[src/rtl/cpu_seq_ctrl_if.sv]
// Handshake bundle between the CPU sequencer and the ROM / decoder / ALU / UART side.
// The master modport is the sequencer; the slave modport is the datapath environment.
interface cpu_seq_ctrl_if #(
   parameter int CNT_W = 32
);
   logic             run;
   logic             fetch_req;
   logic             fetch_ack;
   logic             dec_en;
   logic             ex_en;
   logic             ex_w_req;
   logic             ex_ack;
   logic             w_busy;
   logic             w_req;
   logic             irr;
   logic             intr_en;
   logic             intr_take;
   logic             wb_en;
   logic             ack;
   logic [2:0]       state;
   logic [CNT_W-1:0] retired;
   logic             fault;

   modport master (
      input  run, fetch_ack, ex_w_req, ex_ack, w_busy, irr, intr_en,
      output fetch_req, dec_en, ex_en, w_req, intr_take, wb_en, ack, state, retired, fault
   );

   modport slave (
      output run, fetch_ack, ex_w_req, ex_ack, w_busy, irr, intr_en,
      input  fetch_req, dec_en, ex_en, w_req, intr_take, wb_en, ack, state, retired, fault
   );
endinterface

[src/rtl/cpu_seq_ctrl.sv]
// Multi-cycle instruction sequencer: FETCH/DECODE/EXEC/WB with UART-TX serialisation,
// interrupt entry at instruction boundaries, retire counting and a sticky fetch-timeout fault.
module cpu_seq_ctrl #(
   parameter int FETCH_TO = 16,
   parameter int CNT_W    = 32
) (
   input  logic           clk,
   input  logic           rst_n,
   cpu_seq_ctrl_if.master bus
);
   typedef enum logic [2:0] {
      IDLE   = 3'd0,
      FETCH  = 3'd1,
      DECODE = 3'd2,
      EXEC   = 3'd3,
      TXWAIT = 3'd4,
      WB     = 3'd5,
      INTR   = 3'd6,
      FAULT  = 3'd7
   } state_t;

   localparam int             TO_W    = (FETCH_TO > 1) ? $clog2(FETCH_TO + 1) : 1;
   localparam logic [TO_W-1:0] TO_LAST = (FETCH_TO > 0) ? TO_W'(FETCH_TO - 1) : '0;

   state_t           state_q;
   state_t           nxt;
   logic [TO_W-1:0]  to_cnt;
   logic             ack_l;
   logic [CNT_W-1:0] retired_q;
   logic             fault_q;
   logic             fetch_req_q;
   logic             dec_en_q;
   logic             ex_en_q;
   logic             intr_take_q;
   logic             wb_en_q;
   logic             ack_q;

   // An INTR can only be reached from IDLE or WB, and both are preceded by a retire
   // (or reset), so the "no back-to-back interrupt" rule needs no extra flag here.
   function automatic state_t boundary(input logic r, input logic i, input logic e);
      if (!r)
         return IDLE;
      else if (i && e)
         return INTR;
      else
         return FETCH;
   endfunction

   always_comb begin
      nxt = state_q;
      unique case (state_q)
         IDLE:   nxt = boundary(bus.run, bus.irr, bus.intr_en);
         FETCH: begin
            if (bus.fetch_ack)
               nxt = DECODE;
            else if (FETCH_TO != 0 && to_cnt == TO_LAST)
               nxt = FAULT;
         end
         DECODE: nxt = EXEC;
         EXEC:   nxt = bus.ex_w_req ? TXWAIT : WB;
         TXWAIT: if (!bus.w_busy) nxt = WB;
         WB:     nxt = boundary(bus.run, bus.irr, bus.intr_en);
         INTR:   nxt = FETCH;
         FAULT:  nxt = FAULT;
      endcase
   end

   // Strobes are registered from the next state, so each one is a flop tracking the
   // state register with no path from inputs to outputs.
   always_ff @(posedge clk or negedge rst_n) begin
      if (!rst_n) begin
         state_q     <= IDLE;
         to_cnt      <= '0;
         ack_l       <= 1'b0;
         retired_q   <= '0;
         fault_q     <= 1'b0;
         fetch_req_q <= 1'b0;
         dec_en_q    <= 1'b0;
         ex_en_q     <= 1'b0;
         intr_take_q <= 1'b0;
         wb_en_q     <= 1'b0;
         ack_q       <= 1'b0;
      end else begin
         // NOTE: non-blocking assignments here so every flop samples pre-edge values.
         state_q <= nxt;
         to_cnt  <= (state_q == FETCH && nxt == FETCH) ? to_cnt + TO_W'(1) : '0;
         if (state_q == EXEC)
            ack_l <= bus.ex_ack;
         if (state_q == WB)
            retired_q <= retired_q + CNT_W'(1);
         if (nxt == FAULT)
            fault_q <= 1'b1;
         fetch_req_q <= (nxt == FETCH);
         dec_en_q    <= (nxt == DECODE);
         ex_en_q     <= (nxt == EXEC);
         intr_take_q <= (nxt == INTR);
         wb_en_q     <= (nxt == WB);
         ack_q       <= (nxt == WB) && ((state_q == EXEC) ? bus.ex_ack : ack_l);
      end
   end

   // NOTE: w_req is the one deliberately combinational strobe: it must fire in the
   // same cycle the UART reports not-busy, and never while busy.
   assign bus.w_req     = (state_q == TXWAIT) && !bus.w_busy;
   assign bus.fetch_req = fetch_req_q;
   assign bus.dec_en    = dec_en_q;
   assign bus.ex_en     = ex_en_q;
   assign bus.intr_take = intr_take_q;
   assign bus.wb_en     = wb_en_q;
   assign bus.ack       = ack_q;
   assign bus.state     = state_q;
   assign bus.retired   = retired_q;
   assign bus.fault     = fault_q;
endmodule

[src/flat_wrapper.sv]
// flat-port wrapper written by rule: the top's interface ports become plain ports
module cpu_seq_ctrl_flat 
#(
   parameter int FETCH_TO = 16,
   parameter int CNT_W    = 32
)
  (clk, rst_n, bus_run, bus_fetch_ack, bus_ex_w_req, bus_ex_ack, bus_w_busy, bus_irr, bus_intr_en, bus_fetch_req, bus_dec_en, bus_ex_en, bus_w_req, bus_intr_take, bus_wb_en, bus_ack, bus_state, bus_retired, bus_fault);
  cpu_seq_ctrl_if #(.CNT_W(CNT_W)) bus_i ();
  input  logic clk;
  input  logic rst_n;
  input wire logic [$bits(bus_i.run)-1:0] bus_run;
  input wire logic [$bits(bus_i.fetch_ack)-1:0] bus_fetch_ack;
  input wire logic [$bits(bus_i.ex_w_req)-1:0] bus_ex_w_req;
  input wire logic [$bits(bus_i.ex_ack)-1:0] bus_ex_ack;
  input wire logic [$bits(bus_i.w_busy)-1:0] bus_w_busy;
  input wire logic [$bits(bus_i.irr)-1:0] bus_irr;
  input wire logic [$bits(bus_i.intr_en)-1:0] bus_intr_en;
  output wire logic [$bits(bus_i.fetch_req)-1:0] bus_fetch_req;
  output wire logic [$bits(bus_i.dec_en)-1:0] bus_dec_en;
  output wire logic [$bits(bus_i.ex_en)-1:0] bus_ex_en;
  output wire logic [$bits(bus_i.w_req)-1:0] bus_w_req;
  output wire logic [$bits(bus_i.intr_take)-1:0] bus_intr_take;
  output wire logic [$bits(bus_i.wb_en)-1:0] bus_wb_en;
  output wire logic [$bits(bus_i.ack)-1:0] bus_ack;
  output wire logic [$bits(bus_i.state)-1:0] bus_state;
  output wire logic [$bits(bus_i.retired)-1:0] bus_retired;
  output wire logic [$bits(bus_i.fault)-1:0] bus_fault;
  assign bus_i.run = bus_run;
  assign bus_i.fetch_ack = bus_fetch_ack;
  assign bus_i.ex_w_req = bus_ex_w_req;
  assign bus_i.ex_ack = bus_ex_ack;
  assign bus_i.w_busy = bus_w_busy;
  assign bus_i.irr = bus_irr;
  assign bus_i.intr_en = bus_intr_en;
  assign bus_fetch_req = bus_i.fetch_req;
  assign bus_dec_en = bus_i.dec_en;
  assign bus_ex_en = bus_i.ex_en;
  assign bus_w_req = bus_i.w_req;
  assign bus_intr_take = bus_i.intr_take;
  assign bus_wb_en = bus_i.wb_en;
  assign bus_ack = bus_i.ack;
  assign bus_state = bus_i.state;
  assign bus_retired = bus_i.retired;
  assign bus_fault = bus_i.fault;
  cpu_seq_ctrl #(.FETCH_TO(FETCH_TO), .CNT_W(CNT_W)) u_core (.clk(clk), .rst_n(rst_n), .bus(bus_i));
endmodule
[config.mk]
export PLATFORM = sky130hd
export DESIGN_NAME = cpu_seq_ctrl_flat
export DESIGN_NICKNAME = d
export VERILOG_FILES = /design/src/rtl/cpu_seq_ctrl_if.sv /design/src/rtl/cpu_seq_ctrl.sv /design/src/flat_wrapper.sv
export SDC_FILE = /design/constraint.sdc
export NUM_CORES = 1
export LEC_CHECK = 0
export CAP_MARGIN = 15
export CORE_MARGIN = 2
export CORE_UTILIZATION = 35
export CTS_CLUSTER_SIZE = 25
export DETAILED_ROUTE_END_ITERATION = 10
export GPL_ROUTABILITY_DRIVEN = 0
export PLACE_DENSITY_LB_ADDON = 0.3
export SLEW_MARGIN = 20
export SYNTH_ARGS = -nofsm -noshare
export SYNTH_HDL_FRONTEND = slang
export SYNTH_SLANG_ARGS = --single-unit
[constraint.sdc]
create_clock -name clk -period 2.9 [get_ports clk]
set_input_delay 0.435 -clock clk [delete_from_list [all_inputs] [get_ports clk]]
set_output_delay 0.435 -clock clk [all_outputs]
set_load 0.005 [all_outputs]
Word level (Yosys, flattened, before mapping)
Cells that the tools add are included.

operators by class
  equality and inequality tests = 14
  reduce and logical (&&, ||, !) cells = 7
  multiplexer cells = 9
  add/subtract/negate cells = 2

operator list
  operator               number
  $add 32x1->32 const B  1
  $eq 3x3->1 const B     7
  $pmux 3 s7             1
  $mux 3                 5
  $eq 3x2->1 const B     4
  $eq 3x1->1 const B     2
  $add 5x1->5 const B    1
  $eq 5x4->1 const B     1
  $mux 5                 1
  $logic_and 1x1->1      4
  $logic_not 3->1        1
  $mux 1                 2
  $reduce_or 2->1        1
  $logic_not 1->1        1

word-level totals
  register bits = 48
  input port bits = 9

Logic depth before layout (Yosys ltp)
Gate-level depths: netlist (run 1).

  depth in word-level cells = 7
  gate-level depth with buffers = 6

Worst setup path before layout (run 1)
OpenSTA, ideal clock, no wires.

  path type = register -> register
  from = register u_core.retired_q[4] (netlist: u_core.bus.retired[4])
  to = register u_core.retired_q[26] (netlist: u_core.bus.retired[26])
  setup slack = 999 ps
  path buffers = 2
  library setup time = 79 ps
  cell stages (with the launch flop) = 7
  arrival time = 1822 ps
  required time = 2821 ps
  period minus slack after synthesis = 1901 ps
  cell sequence = dfrtp_1 > nand4_4 > or4_4 > buf_6 > buf_8 > nor4_2 > xor2_1

on the way
  word-level cells in the longest chain between the ends = 1

RTL lines
  what                    RTL line            RTL
  from (decl)             cpu_seq_ctrl.sv:29  logic [CNT_W-1:0] retired_q;
  from (signal assigned)  cpu_seq_ctrl.sv:90  retired_q <= retired_q + CNT_W'(1);
  $add 32x1->32           cpu_seq_ctrl.sv:90

No other way between the ends.
A chain may end at the register's enable or synchronous reset.

Final worst setup path (run 1)
  from = register u_core.state_q[2] (netlist: u_core.bus.state[2])
  to = output port bus_w_req

on the way
  word-level cells in the longest chain between the ends = 2

RTL lines
  what                    RTL line             RTL
  from (decl)             cpu_seq_ctrl.sv:25   state_t state_q;
  from (signal assigned)  cpu_seq_ctrl.sv:85   state_q <= nxt;
  $eq 3x3->1              cpu_seq_ctrl.sv:104  assign bus.w_req = (state_q == TXWAIT) && !bus.w_busy;
  $logic_and 1x1->1       cpu_seq_ctrl.sv:104
  to (decl)               flat_wrapper.sv:21   output wire logic [$bits(bus_i.w_req)-1:0] bus_w_req;

No other way between the ends.

==> metrics.txt, run 1 <==
CTS tree yes; clk sinks 48; fin crit share 0.797; Fillers 596; Yosys top cell by area dfrtp_1; top_reg_cell synth dfrtp_1; Largest register FFs 32; Clock Tree Buf Depth 2; Area Overhead vs Synth 28.6%; setup TNS 0 ns; final std cells w/o fill 331; antenna viol nets, final 0; CTS Hold Buffers Added 0; Final nets 265; worst-path maximum fanout 14; met1 Use GR 0.176; DR iter-0 viols 44; post-synthesis sequential area ratio 0.533; largest net degree at the start of global routing 49; core area 6280 um2; start of the worst register-to-register path u_core.bus.state[0]; Worst setup EP type output pin; Critical Path Source Type flop; Die ar. 7100 um2; share of layout cells above drive strength 1 0.0827; pre-CTS setup slack 0.701 ns; skew final 0.00497 ns; count of final max-slew check failures 0; crit path kind reg -> out; Synth Cell Area 2250 um2; synthesis-stage register bit count 48; routing usage on met2 0.215; # DRC 0; post-layout minimum cycle time 2.31 ns; Worst-Margin Slew 0.596 ns; Max VDD drop 0.432 mV; Yosys cell types 40; setup violators final 0; FMAX 0.433 GHz; first-pass GRT wire length 7.94 mm; CP Launch Point u_core.bus.state[2]; dpl cells 323; Critical Path RT 2.47 ns; pwr dens 610 nW/um2; outcome completed; 1st-pass router iterations 4; MaxCap Viol Count 0; Multi-input gate area 960 um2; R2R Setup Slk 0.80 ns; GRT overflow 0; ys async rst share 1.00; WL/cell 13.3 um; Setup Buffers After CTS 0; Avg Cell Area, Syn 11.1 um2; ANT cells 0; CTS root buf clkbuf_8; vias per std cell 4.93; number of synthesized flops with an enable pin 0; total CTS buffers 5; Die W 84.3 um; vias in the first global route 1714; top cell type's share of synthesized area 0.533; DP Wirelength 3.10 mm; Max-slew headroom 0.603; Synth warnings 0; initial antenna violation count 0; unrepaired setup endpoints after global routing no; H-tree depth 2; WP data arrival 1.88 ns; Most Used Layer, Global Route met2; starting density of the core 0.359; Register Area 1200 um2; Synth Instances 204; via count 1633; Resize count post-CTS 0; Routed WL 4.39 mm; worst hold path type in -> async; Setup WS post-layout 0.589 ns; io pins 52; clk_lat worst skew 0.29 ns; synth top area cells dfrtp_1 53%, xor2_1 8.9%, xnor2_1 4.3%, nand2_1 2.7%, nor4_1 2.2%; Rows 29; IO Port Bufs 51; global routing usage on met3 0.0324; Clock Pin Slew Worst Setup and Hold Paths 0.09 ns; gr usage total 0.134; Pleak 1.31 nW; Final Hold Fails 0; die height 84.3 um; Post-Syn Nets 216
area by class of cell:
class,instances,share of cell area
Clock buffer,8,0.0311
Tap cell,77,0.0332
Inverter,10,0.0129
Timing Repair Buffer,52,0.178
Sequential cell,48,0.414
Multi-Input combinational cell,136,0.331
synthesized netlist by cell type (2+ instances only):
master / instances
a21oi_1: 2
and2_1: 6
and3_1: 2
and4_1: 3
buf_1: 2
clkbuf_1: 6
dfrtp_1: 48
ha_1: 3
inv_1: 10
nand2_1: 16
nand3_1: 8
nand3b_1: 2
nand4_1: 6
nor2_1: 11
nor2b_1: 2
nor3_1: 8
nor3b_1: 2
nor4_1: 8
nor4_2: 4
o21bai_1: 2
or2_2: 2
xnor2_1: 11
xor2_1: 23
per-layer routing:
| layer | part of all wire | wire length (um) |
|---|---|---|
| met1 | 0.46 | 2040 |
| met2 | 0.47 | 2080 |
| met3 | 0.051 | 225 |
| met4 | 0.0096 | 42 |
| met5 | 0 | 0 |
final timing paths:
path / cells past startpoint / to
worst max-delay path: 3 / bus_w_req
worst min-delay path: 1 / u_core.bus.retired[25]
worst max register to register: 4 / u_core.bus.retired[11]
worst min register to register: 1 / u_core.to_cnt[0]
max in group asynchronous: 1 / u_core.bus.intr_take
min in group clk: 1 / u_core.to_cnt[0]
report_power, final:
| group | switching [W] | internal (W) | total, W | leakage [nW] |
|---|---|---|---|---|
| Combinational | 0.000192 | 0.000276 | 0.000468 | 0.618 |
| Sequential | 0.000134 | 0.000762 | 0.000896 | 0.648 |
| Clock | 0.000210 | 0.000195 | 0.000405 | 0.0455 |
critical path, cell delays in order (launching register included):
cell and delay (ns):
dfrtp_1 0.58, nor2b_1 0.22, nor3b_1 0.24, clkdlybuf4s50_1 0.54
kinds of logic (layout without fill, tap and decap cells):
family	Yosys count	count (layout)	synth area share
multiplexers	1	1	0.00499
AND/OR/NAND/NOR	89	89	0.245
adder cells (fa/ha/maj)	3	3	0.0166
XOR/XNOR	34	34	0.132
buffers and inverters	20	70	0.0416
flip-flops	48	48	0.533
AO/OA/AOI/OAI	9	9	0.0272
per-stage QoR:
stage | area (um2) | utilization | hold WS [ns] | total power (W)
floorplan | 2250 | - | 0.139 | 0.00113
global placement | 2810 | 0.447 | 0.455 | 0.00138
detailed placement | 2810 | 0.447 | 0.461 | 0.00138
CTS | 2900 | 0.462 | 0.365 | 0.00180
global route | 2900 | 0.462 | 0.195 | 0.00190
finish | 2900 | 0.462 | 0.138 | 0.00177
cell usage in the layout (no fill, tap or decap), types with 2 or more instances in the layout:
master / netlist / final
nand2_1: 16 / 16
o21bai_1: 2 / 2
and3_1: 2 / 2
nor3b_1: 2 / 2
nand4_1: 6 / 6
clkbuf_8: 0 / 6
nor2b_1: 2 / 2
and4_1: 3 / 3
nor4_2: 4 / 4
dfrtp_1: 48 / 48
xor2_1: 23 / 23
inv_1: 10 / 10
buf_4: 0 / 2
nand3_1: 8 / 8
nor3_1: 8 / 8
clkbuf_1: 6 / 2
nor4_1: 8 / 8
ha_1: 3 / 3
nor2_1: 11 / 11
a21oi_1: 2 / 2
clkdlybuf4s50_1: 0 / 50
or2_2: 2 / 2
nand3b_1: 2 / 2
xnor2_1: 11 / 11
and2_1: 6 / 6
(Power assumes the default switching activity.)
==> run 2: changes to the inputs <==
==> constraint.sdc (replaced) <==
create_clock -name clk -period 2.3 [get_ports clk]
set_input_delay 0.345 -clock clk [delete_from_list [all_inputs] [get_ports clk]]
set_output_delay 0.345 -clock clk [all_outputs]
set_load 0.005 [all_outputs]
==> metrics.txt, run 2 (same netlist as run 1, synthesis figures left out) <==
Fillers 603; fin area 2940 um2; WL/cell 13.5 um; Switching Power 0.000689 W; ANT cells 0; dpl cell area 2850 um2; setup violators final 0; CTS tree yes; share of layout cells above drive strength 1 0.101; outcome completed; Gate power share 0.305; vias in the first global route 1687; # DRC 0; Max-slew headroom 0.620; crit path cell chain nor2b_1, nor3b_1, clkdlybuf4s50_1; pwr dens 776 nW/um2; Pleak 1.33 nW; 1st-pass router iterations 4; count of final max-slew check failures 0; CTS root buf clkbuf_8; CTS Hold Buffers Added 0; WP data arrival 1.74 ns; Critical Path RT 1.96 ns; unrepaired setup endpoints after global routing no; Routed WL 4.52 mm; setup TNS 0 ns; die height 84.3 um; Final Hold Fails 0; Area Overhead vs Synth 30.5%; worst hold path type in -> async; clk sinks 48; clock power share 0.225; Largest register FFs 32; initial antenna violation count 0; Clock Pin Slew Worst Setup and Hold Paths 0.08 ns; first-pass GRT wire length 7.77 mm; FMAX 0.480 GHz; via count 1668; total CTS buffers 5; IO Port Bufs 51; post-layout minimum cycle time 2.08 ns; vias per std cell 4.98; largest net degree at the start of global routing 27; worst-path maximum fanout 10; MaxCap Viol Count 0; gr usage total 0.134; H-tree depth 2; core area 6280 um2; pre-CTS setup slack 0.261 ns; switching part of the total power 0.302; Worst-Margin Slew 0.570 ns; fin crit share 0.905; Int Pwr 0.00159 W; Final nets 269; commonest cells after routing, fill and taps aside 50 x clkdlybuf4s50_1, 47 x dfrtp_1, 23 x xor2_1, 16 x nand2_1; commonest non-fill, non-tap cell in the layout clkdlybuf4s50_1; crit path kind reg -> out; DP Wirelength 3.31 mm; Max VDD drop 0.458 mV; skew final 0.00393 ns; starting density of the core 0.359; io pins 52; clk_lat worst skew 0.30 ns; Clock Tree Buf Depth 2; Critical Path Source Type flop; Die W 84.3 um; sequential power share 0.470; Die ar. 7100 um2; Worst setup EP type output pin; crit-path max cell delay 0.55 ns; slowest CP cell clkdlybuf4s50_1; Setup WS post-layout 0.218 ns; DR iter-0 viols 43; GRT overflow 0; Rows 29; antenna viol nets, final 0
==> run 2: final timing paths <==
kind | from | slack (ns) | depth (start not counted) | endpoint
worst min-delay path | rst_n | 0.02 | 1 | u_core.bus.retired[23]
worst min register to register | u_core.to_cnt[0] | 0.46 | 1 | u_core.to_cnt[0]
min in group clk | u_core.to_cnt[0] | 0.46 | 1 | u_core.to_cnt[0]
worst max register to register | u_core.bus.retired[4] | 0.34 | 4 | u_core.bus.retired[25]
worst max-delay path | u_core.bus.state[2] | 0.22 | 3 | bus_w_req
max in group asynchronous | rst_n | 1.76 | 2 | u_core.to_cnt[3]
==> run 2: metal layers <==
metal,up-vias,track usage,wire (um)
met4,0,0.0396,50
met2,39,0.226,2200
met3,7,0.0423,251
li1,807,-,-
met5,-,0,0
met1,815,0.166,2010
==> run 2: power by group through the flow <==
stage	clock network, W	registers [W]	logic [W]
final	0.000514	0.00107	0.000696
after global routing	0.000568	0.00109	0.000775
after CTS	0.000537	0.00107	0.000707
after detailed placement	0	0.00109	0.000704
after global placement	0	0.00109	0.000692
after floorplan	0	0.00108	0.000346
==> run 2: cell type report <==
type                       count  area [um2]  share of cell area
tap                           77        96.3              0.0328
sequential                    48        1200               0.409
timing repair buffer          56         556               0.189
multi-input combinational    136         960               0.326
clock buffer                   8        90.1              0.0306
inverter                      10        37.5              0.0128
==> run 2: worst max-delay path: cells and delay by family (launching register included) <==
kind                   cells  cell delay (ns)
buffers and inverters      1             0.55
and+or+nand+nor            2             0.45
DFF                        1             0.45
==> run 2: timing repair <==
item | CTS | global route
gates resized for setup | 0 | 1
setup buffers | 0 | 0
setup endpoints to repair | 0 | 1
==> run 2: stage by stage <==
stage	util	hold WS, ns	cells	power, W
finish	0.469	0.0183	335	0.00228
global route	0.469	0.0486	335	0.00243
CTS	0.468	0.0358	335	0.00232
detailed placement	0.454	0.361	327	0.00179
global placement	0.454	0.361	327	0.00178
floorplan	-	0.0494	204	0.00142
==> run 3: changes to the inputs <==
--- a/config.mk
+++ b/config.mk
@@ -12,6 +12,7 @@
 export DETAILED_ROUTE_END_ITERATION = 10
 export GPL_ROUTABILITY_DRIVEN = 0
 export PLACE_DENSITY_LB_ADDON = 0.3
+export SKIP_CTS_REPAIR_TIMING = 1
 export SLEW_MARGIN = 20
 export SYNTH_ARGS = -nofsm -noshare
 export SYNTH_HDL_FRONTEND = slang
==> results of run 3 <==
The final DEF is identical to that of run 2; final timing and power are the same.
